### src/rtl/bcd_counter_if.sv
// Control and digit-bus bundle between the BCD counter and its controller.
// The counter consumes the slave view; whoever drives the strobes and reads
// the packed digits uses the master view.
interface bcd_counter_if #(
  parameter int NDIG = 4
);
  logic              en;
  logic              up;
  logic              load;
  logic [4*NDIG-1:0] load_val;
  logic [4*NDIG-1:0] bcd;
  logic              tick;
  logic              wrap;
  logic              load_err;

  modport master (
    output en, up, load, load_val,
    input  bcd, tick, wrap, load_err
  );

  modport slave (
    input  en, up, load, load_val,
    output bcd, tick, wrap, load_err
  );
endinterface

### src/rtl/bcd_counter.sv
// Multi-digit BCD up/down counter with a rate prescaler and validated
// parallel load. Digit 0 lives in bcd[3:0]. All outputs are registered, and
// every nibble of bcd stays in 0..9 because only legal values are ever loaded
// and the step logic only produces legal digits.
// The interface instance must be built with the same NDIG as this module.
module bcd_counter #(
  parameter int NDIG       = 4,
  parameter int PRESCALE   = 4,
  parameter int PRESCALE_W = 16
) (
  input logic       clk,
  input logic       rst,
  bcd_counter_if.slave bus
);

  localparam logic [PRESCALE_W-1:0] PC_LAST = PRESCALE_W'(PRESCALE - 1);

  logic [PRESCALE_W-1:0] pc_q;
  logic [4*NDIG-1:0]     bcd_q;
  logic                  tick_q;
  logic                  wrap_q;
  logic                  load_err_q;

  logic [4*NDIG-1:0]     inc_val;
  logic [4*NDIG-1:0]     dec_val;
  logic                  inc_c;
  logic                  dec_b;
  logic                  load_ok;

  // Ripple carry/borrow through the digits and validate the load value.
  // inc_c/dec_b surviving past the top digit means the count wrapped.
  always_comb begin
    inc_val = bcd_q;
    dec_val = bcd_q;
    inc_c   = 1'b1;
    dec_b   = 1'b1;
    load_ok = 1'b1;
    for (int i = 0; i < NDIG; i++) begin
      if (inc_c) begin
        if (bcd_q[4*i +: 4] == 4'd9) begin
          inc_val[4*i +: 4] = 4'd0;
        end else begin
          inc_val[4*i +: 4] = bcd_q[4*i +: 4] + 4'd1;
          inc_c = 1'b0;
        end
      end
      if (dec_b) begin
        if (bcd_q[4*i +: 4] == 4'd0) begin
          dec_val[4*i +: 4] = 4'd9;
        end else begin
          dec_val[4*i +: 4] = bcd_q[4*i +: 4] - 4'd1;
          dec_b = 1'b0;
        end
      end
      if (bus.load_val[4*i +: 4] > 4'd9) begin
        load_ok = 1'b0;
      end
    end
  end

  // Count state and pulse outputs; priority is reset, then load, then counting.
  // Pulses default low so each one lasts exactly one cycle per event.
  always_ff @(posedge clk) begin
    if (rst) begin
      pc_q       <= '0;
      bcd_q      <= '0;
      tick_q     <= 1'b0;
      wrap_q     <= 1'b0;
      load_err_q <= 1'b0;
    end else begin
      tick_q     <= 1'b0;
      wrap_q     <= 1'b0;
      load_err_q <= 1'b0;
      if (bus.load) begin
        // A load, accepted or not, restarts the prescaler phase.
        pc_q <= '0;
        if (load_ok) begin
          bcd_q <= bus.load_val;
        end else begin
          load_err_q <= 1'b1;
        end
      end else if (bus.en) begin
        if (pc_q == PC_LAST) begin
          pc_q   <= '0;
          tick_q <= 1'b1;
          if (bus.up) begin
            bcd_q  <= inc_val;
            wrap_q <= inc_c;
          end else begin
            bcd_q  <= dec_val;
            wrap_q <= dec_b;
          end
        end else begin
          pc_q <= pc_q + PRESCALE_W'(1);
        end
      end
    end
  end

  assign bus.bcd      = bcd_q;
  assign bus.tick     = tick_q;
  assign bus.wrap     = wrap_q;
  assign bus.load_err = load_err_q;

endmodule

### src/flat_wrapper.sv
// flat-port wrapper written by rule: the top's interface ports become plain ports
module bcd_counter_flat 
#(
  parameter int NDIG       = 4,
  parameter int PRESCALE   = 4,
  parameter int PRESCALE_W = 16
)
  (clk, rst, bus_en, bus_up, bus_load, bus_load_val, bus_bcd, bus_tick, bus_wrap, bus_load_err);
  bcd_counter_if #(.NDIG(NDIG)) bus_i ();
  input logic clk;
  input logic rst;
  input wire logic [$bits(bus_i.en)-1:0] bus_en;
  input wire logic [$bits(bus_i.up)-1:0] bus_up;
  input wire logic [$bits(bus_i.load)-1:0] bus_load;
  input wire logic [$bits(bus_i.load_val)-1:0] bus_load_val;
  output wire logic [$bits(bus_i.bcd)-1:0] bus_bcd;
  output wire logic [$bits(bus_i.tick)-1:0] bus_tick;
  output wire logic [$bits(bus_i.wrap)-1:0] bus_wrap;
  output wire logic [$bits(bus_i.load_err)-1:0] bus_load_err;
  assign bus_i.en = bus_en;
  assign bus_i.up = bus_up;
  assign bus_i.load = bus_load;
  assign bus_i.load_val = bus_load_val;
  assign bus_bcd = bus_i.bcd;
  assign bus_tick = bus_i.tick;
  assign bus_wrap = bus_i.wrap;
  assign bus_load_err = bus_i.load_err;
  bcd_counter #(.NDIG(NDIG), .PRESCALE(PRESCALE), .PRESCALE_W(PRESCALE_W)) u_core (.clk(clk), .rst(rst), .bus(bus_i));
endmodule
### config.mk
export PLATFORM = sky130hd
export DESIGN_NAME = bcd_counter_flat
export DESIGN_NICKNAME = d
export VERILOG_FILES = /design/src/rtl/bcd_counter_if.sv /design/src/rtl/bcd_counter.sv /design/src/flat_wrapper.sv
export SDC_FILE = /design/constraint.sdc
export NUM_CORES = 1
export LEC_CHECK = 0
export CORE_ASPECT_RATIO = 0.7
export CORE_MARGIN = 2
export CORE_UTILIZATION = 40
export DETAILED_ROUTE_END_ITERATION = 16
export HOLD_SLACK_MARGIN = 0.15
export PLACE_DENSITY_LB_ADDON = 0.05
export SYNTH_ARGS = -nofsm -noshare
export SYNTH_HDL_FRONTEND = slang
export SYNTH_SLANG_ARGS = --single-unit
### constraint.sdc
create_clock -name clk -period 2.7 [get_ports clk]
set_input_delay 0.81 -clock clk [delete_from_list [all_inputs] [get_ports clk]]
set_output_delay 0.81 -clock clk [all_outputs]
set_load 0.01 [all_outputs]
==> results of run 1 <==
placed cells by master, fill, tap and decap left out, drive strengths merged, types with 3 or more instances in the layout:
cell           instances
clkdlybuf4s50         39
mux2i                  4
a21oi                 13
o211ai                 6
or4                    5
buf                   23
nand2b                 5
clkbuf                 6
inv                    9
o2111ai                4
a31oi                  3
nand2                 28
a311oi                 7
o31ai                  3
o21ai                 19
and2                   3
xor2                  11
or3                    3
nand3                 10
xnor2                 10
dfxtp                 35
nor4                   7
a211o                  6
a211oi                 3
nor2                  30
nor3                   7
nand4                 10
metal layers:
layer	share of wire [%]	wire length, um	vias to the layer above
met5	0	0	-
li1	-	-	1158
met1	55	3350	1033
met2	38	2280	60
met3	6.2	373	7
met4	1.0	63	0
worst max-delay path: cells and delay by family:
family	cells	cell delay, ns
compound gates	3	0.80
buf+inv	1	0.49
simple gates	2	0.45
stage by stage:
step	util [%]	std cells
after detailed placement	50.5	405
after global placement	50.5	405
after CTS	52.0	412
after global routing	52.0	412
after floorplan	-	292
final	52.0	412
power breakdown:
part	switching [mW]	internal, mW	total [mW]
sequential	0.0234	0.526	0.549
clock	0.190	0.200	0.390
combinational	0.109	0.120	0.228
total	0.322	0.846	1.17
path summary, 6_finish.rpt:
path / start / endpoint
max: bus_en / u_core.bus.bcd[6]
max reg2reg: u_core.pc_q[3] / u_core.bus.bcd[6]
min reg2reg: u_core.pc_q[10] / u_core.pc_q[10]
min: u_core.pc_q[10] / u_core.pc_q[10]
area by class of cell:
type,count,area (um^2),share of cell area [%]
clock inverters,1,5.00,0.170
multi-input cells,224,1460,49.4
flip-flops and latches,35,701,23.8
clock buffers,6,82.6,2.80
well taps,75,93.8,3.18
inverters,9,33.8,1.15
repair buffers,62,576,19.5
registers in the layout, indices dropped and copies added, names as in the netlist:
register             flops
u_core.bus.wrap          1
u_core.pc_q             16
u_core.bus.tick          1
u_core.bus.load_err      1
u_core.bus.bcd          16
logic make-up (layout without fill, tap and decap cells):
group                    Yosys count  count (layout)  synth area share (%)
AO/OA/AOI/OAI                     74              74                  22.7
XOR/XNOR                          21              21                  7.93
adder cells (fa/ha/maj)            1               1                 0.540
buffers and inverters             33              78                  6.91
flip-flops                        35              35                  30.2
multiplexers                       5               5                  2.75
AND/OR/NAND/NOR                  123             123                  29.0
==> impl_results.md, run 1 <==
* Total CTS buffers at 5
* Crit path DAT at 2.55 ns
* GRT met1 Usage at 33.3%
* Final hold viol count at 0
* CTS HTree Levels at 2
* Fin area at around 2900 um^2
* Pins Over Slew Limit at 0
* Syn nets at 314
* Top post-synthesis cells by count: dfxtp_1 (35), nor2_1 (30), nand2_1 (28)
* Skew-Pair Late Insertion Delay at 0.29 ns
* Hold Slack at 0.522 ns
* Wire per inst at roughly 15 um
* Max Clock Skew at 0.00463 ns
* DR DRC count at 0
* Tot Pwr at 1.17 mW
* Final setup margin at 0.324 ns
* Tightest Pin Transition at 0.483 ns
* Global-route wire length before repair at 10.1 mm
* Nature of the critical path startpoint: primary input
* Sum Neg Setup Slack at 0 ns
* Core area at 5670 um^2
* Synth area leaders: dfxtp_1 (30%), nor2_1 (4.9%), nand2_1 (4.5%)
* Pre-antenna DRT Iters at 5
* Critical path class: primary input to flip-flop
* TritonCTS clock tree: yes
* Area growth from synthesis to layout at 27.2%
* Die width at between 90 and 100 um
* Top Usage Layer GRT: met1
* Cell count after synthesis at 292
* Worst-path maximum fanout at 8
* Largest stage delay, worst path at 0.49 ns
* Die area at 6430 um^2
* Power per Cell Area at between 300 and 400 nW/um^2
* Area share of the largest cell type after synthesis at 30.2%
* Post-cts resize count at 0
* Worst VDD drop at 0.000166 V
* Headroom to the max-slew limit at 67.4%
* GRT overflow at 0
* Setup bufs post-CTS at 0
* Dpl cell area at roughly 2900 um^2
* Post-route ant nets at 0
* Post-route minimum period at 2.38 ns
* Worst hold-check path type: flip-flop to flip-flop
* CTS root buf: clkbuf_8
* Port Buffers at 39
* CTS sink count at 35
* Register area share after synthesis at 30.2%
* Reg2Reg Depth at 5
* WHS Path Cells at 2
* EDFF count, synth at 0
* IO Pins at 40
* Rows at 23
* Status: complete, no violations
* Routed WL at 6.06 mm
* Final period util at 88.0%
* Vias in the first global route at 2008
* Share of post-route cells with drive strength above 1 at 13.9%
* Fmax at approximately 420 MHz
* Met2 Resource Use GR at 26.3%
* Maximum number of pins on one net before global-route repair at 19
* Max cap viols at 0
* Final setup vio count at 0
* N_diodes at 0
* Post-CTS Hold Fix Bufs at 0
* Most common cell in the netlist: dfxtp_1
* Grt met3 use at 3.68%
* Worst path required time at 2.87 ns
* Via count at 2258
* Asr flop ratio synth at 0%
* Synth Cell Area at 2320 um^2
* Initial Util at 40.9%
* RSZ-0062 raised after global routing: no
* Chip Height at 67.7 um
* Drt via density at 5.48
* Mean Syn Cell Area at a little under 8 um^2
* Cell variety after synth at 58
* CP max-delay cell: clkdlybuf4s50_1
* Worst-path cell chain: clkdlybuf4s50_1 > and4bb_2 > nand4_2 > o32ai_4 > a21boi_0 > o31ai_1
* Tot GR Track Use at 20.5%
* Crit end category: flip-flop
* FF+latch count, synth at 35
* Synth area leader: dfxtp_1
* Clk pin slew, worst setup/hold paths at roughly 0.070 ns
* Synth Warn # at 0
* DRT iter0 DRCs at 99
* R2R Setup Slk at 0.66 ns
* Worst slack, placed at 0.0292 ns
* Initial antenna violation count at 0
* NumNets Final at 359
* Routability Congestion at 0.782
* Hpwl dp at ~4.6 mm
* Number of fill cells at 561
* Max Root-Sink Buffers at 2
* Most used DFF post-synth: dfxtp_1
* Static Leak at 1.00 nW
(Power assumes the default switching activity.)
==> run 2: changes to the inputs <==
--- a/config.mk
+++ b/config.mk
@@ -5,6 +5,7 @@
 export SDC_FILE = /design/constraint.sdc
 export NUM_CORES = 1
 export LEC_CHECK = 0
+export ABC_AREA = 1
 export CORE_ASPECT_RATIO = 0.7
 export CORE_MARGIN = 2
 export CORE_UTILIZATION = 40
==> run 2 against run 1 <==
  * Final cell count up 22%
  * Core utilization down 0.60 points
  * Routed wire length down 0.87%
  * Sequential share of layout area up 0.53 points
  * Highest routed layer unchanged
==> impl_results.md, run 2 <==
* Mean Syn Cell Area at 6.06 um^2
* Hpwl dp at 4.65 mm
* RSZ-0062 raised after global routing: no
* R2R Setup Slk at ~0.93 ns
* Share of post-route cells with drive strength above 1 at slightly above 8%
* Routability Congestion at 0.920
* Wire per inst at roughly 12 um
* Worst hold-check path type: flip-flop to flip-flop
* Routed WL at 6.01 mm
* Post-route ant nets at 0
* CTS HTree Levels at 2
* Cell count after synthesis at 378
* DRT iter0 DRCs at 135
* Dpl cell area at 2800 um^2
* Dpl cells at 495
* Post-route minimum period at 2.21 ns
* Die area at approximately 6400 um^2
* Area growth from synthesis to layout at 26.0%
* Port Buffers at 39
* Tightest Pin Transition at 0.379 ns
* EDFF count, synth at 0
* Tot GR Track Use at between 10% and 20%
* Global-route wire length before repair at 9.72 mm
* Final Core Density at approximately 51%
* NumNets Final at around 450
* Top delay family on crit path: buffers and inverters
* Clk pin slew, worst setup/hold paths at 0.08 ns
* Status: complete, no violations
* Nature of the critical path startpoint: primary input
* Most used DFF post-synth: dfxtp_1
* Maximum number of pins on one net before global-route repair at 17
* Hold Slack at about 0.51 ns
* Setup bufs post-CTS at 0
* DR DRC count at 0
* Syn nets at 400
* Final period util at slightly above 80%
* Fin area at 2890 um^2
* Buf/Inv on CP at 4
* Initial antenna violation count at 0
* CP max-delay cell: clkdlybuf4s50_1
* Largest stage delay, worst path at 0.50 ns
* Skew-Pair Late Insertion Delay at 0.29 ns
* Max Clock Skew at 0.00647 ns
* Commonest non-fill, non-tap cell in the layout: nand2_1
* Sum Neg Setup Slack at 0 ns
* Chip Height at between 60 and 70 um
* IO Pins at 40
* N_diodes at 0
* Via count at between 2000 and 2500
* FF+latch count, synth at 35
* Synth Cell Area at between 2000 and 2500 um^2
* Core area at 5610 um^2
* Pre-antenna DRT Iters at 5
* Drt via density at 4.88
* Fmax at around 450 MHz
* Headroom to the max-slew limit at between 70 and 80%
* Die width at 94.4 um
* Top cell by count, worst path: inv_1
* GRT overflow at 0
* CTS sink count at 35
* Power per Cell Area at about 440 nW/um^2
* Vias in the first global route at 2055
* Final setup vio count at 0
* Crit end category: flip-flop
* Worst path required time at 2.92 ns
* Commonest non-fill, non-tap cells in the layout: nand2_1 (95), nor2_1 (87), inv_1 (39), clkdlybuf4s50_1 (39), dfxtp_1 (35)
* Worst VDD drop at 0.000288 V
* Area share of the largest cell type after synthesis at 30.6%
* Cell variety after synth at 34
* Most common cell in the netlist: nand2_1
* Synth area leader: dfxtp_1
* Worst-path cell chain: clkdlybuf4s50_1 > buf_4 > inv_1 > nand3_2 > inv_1 > o21ai_0 > a21oi_1
* Total CTS buffers at 5
* Max Root-Sink Buffers at 2
* Final hold viol count at 0
* Pins Over Slew Limit at 0
* Top post-synthesis cells by count: nand2_1 (95), nor2_1 (87), inv_1 (39)
* CTS root buf: clkbuf_8
* Asr flop ratio synth at 0%
* Static Leak at 1.26 nW
* Register area share after synthesis at 30.6%
* Post-CTS Hold Fix Bufs at 0
* Rows at 23
* Synth area leaders: dfxtp_1 (31%), nand2_1 (16%), nor2_1 (14%)
* Critical path class: primary input to flip-flop
* TritonCTS clock tree: yes
* Initial Util at 40.8%
* Crit path DAT at 2.43 ns
* Post-cts resize count at 0
* Synth Warn # at 0
* Max cap viols at 0
* Non-Filler Instances at 503
* Worst-path maximum fanout at 9
-- run 2: per-layer routing --
metal  share of wire, %  global-route usage (%)
met2                 37                    26.2
met1                 57                    31.5
met5                  0                       0
met3                5.2                    3.68
met4               0.98                    3.99
-- run 2: worst paths after layout --
| check | startpoint | endpoint | cells after the start |
|---|---|---|---|
| setup / recovery | bus_load | u_core.pc_q[13] | 7 |
| setup reg to reg | u_core.pc_q[0] | u_core.bus.bcd[15] | 12 |
| hold reg to reg | u_core.pc_q[1] | u_core.pc_q[1] | 2 |
| hold / removal | u_core.pc_q[1] | u_core.pc_q[1] | 2 |
-- run 2: area by class of cell --
class | instances | area, um^2
Fill cell | 573 | 2730
Multi-Input combinational cell | 296 | 1400
Sequential cell | 35 | 701
Timing Repair Buffer | 45 | 435
Inverter | 44 | 165
Tap cell | 75 | 93.8
Clock buffer | 5 | 68.8
Clock inverter | 3 | 20.0
-- run 2: cells by family after synthesis --
family          synth area share, %
xor+xnor                       2.30
fa+ha+maj                     0.546
simple gates                   44.6
buf+inv                        8.20
flops                          30.6
compound gates                 13.7
-- run 2: per-stage QoR --
| stage | power, mW | worst slack, ns |
|---|---|---|
| floorplan | 0.764 | 0.886 |
| global placement | 0.888 | 0.226 |
| detailed placement | 0.888 | 0.240 |
| CTS | 1.28 | 0.536 |
| global route | 1.35 | 0.345 |
| finish | 1.27 | 0.493 |
-- run 2: report_power, final --
part	total, mW	internal [mW]	switching [mW]
logic	0.312	0.136	0.175
registers	0.566	0.538	0.0287
clock network	0.393	0.180	0.213
total	1.27	0.854	0.417
-- run 2: tightest hold or removal path, cell delays in order, from the launching register on --
cell and delay [ns]:
dfxtp_1 0.33, nor2_1 0.08, nor3_1 0.05
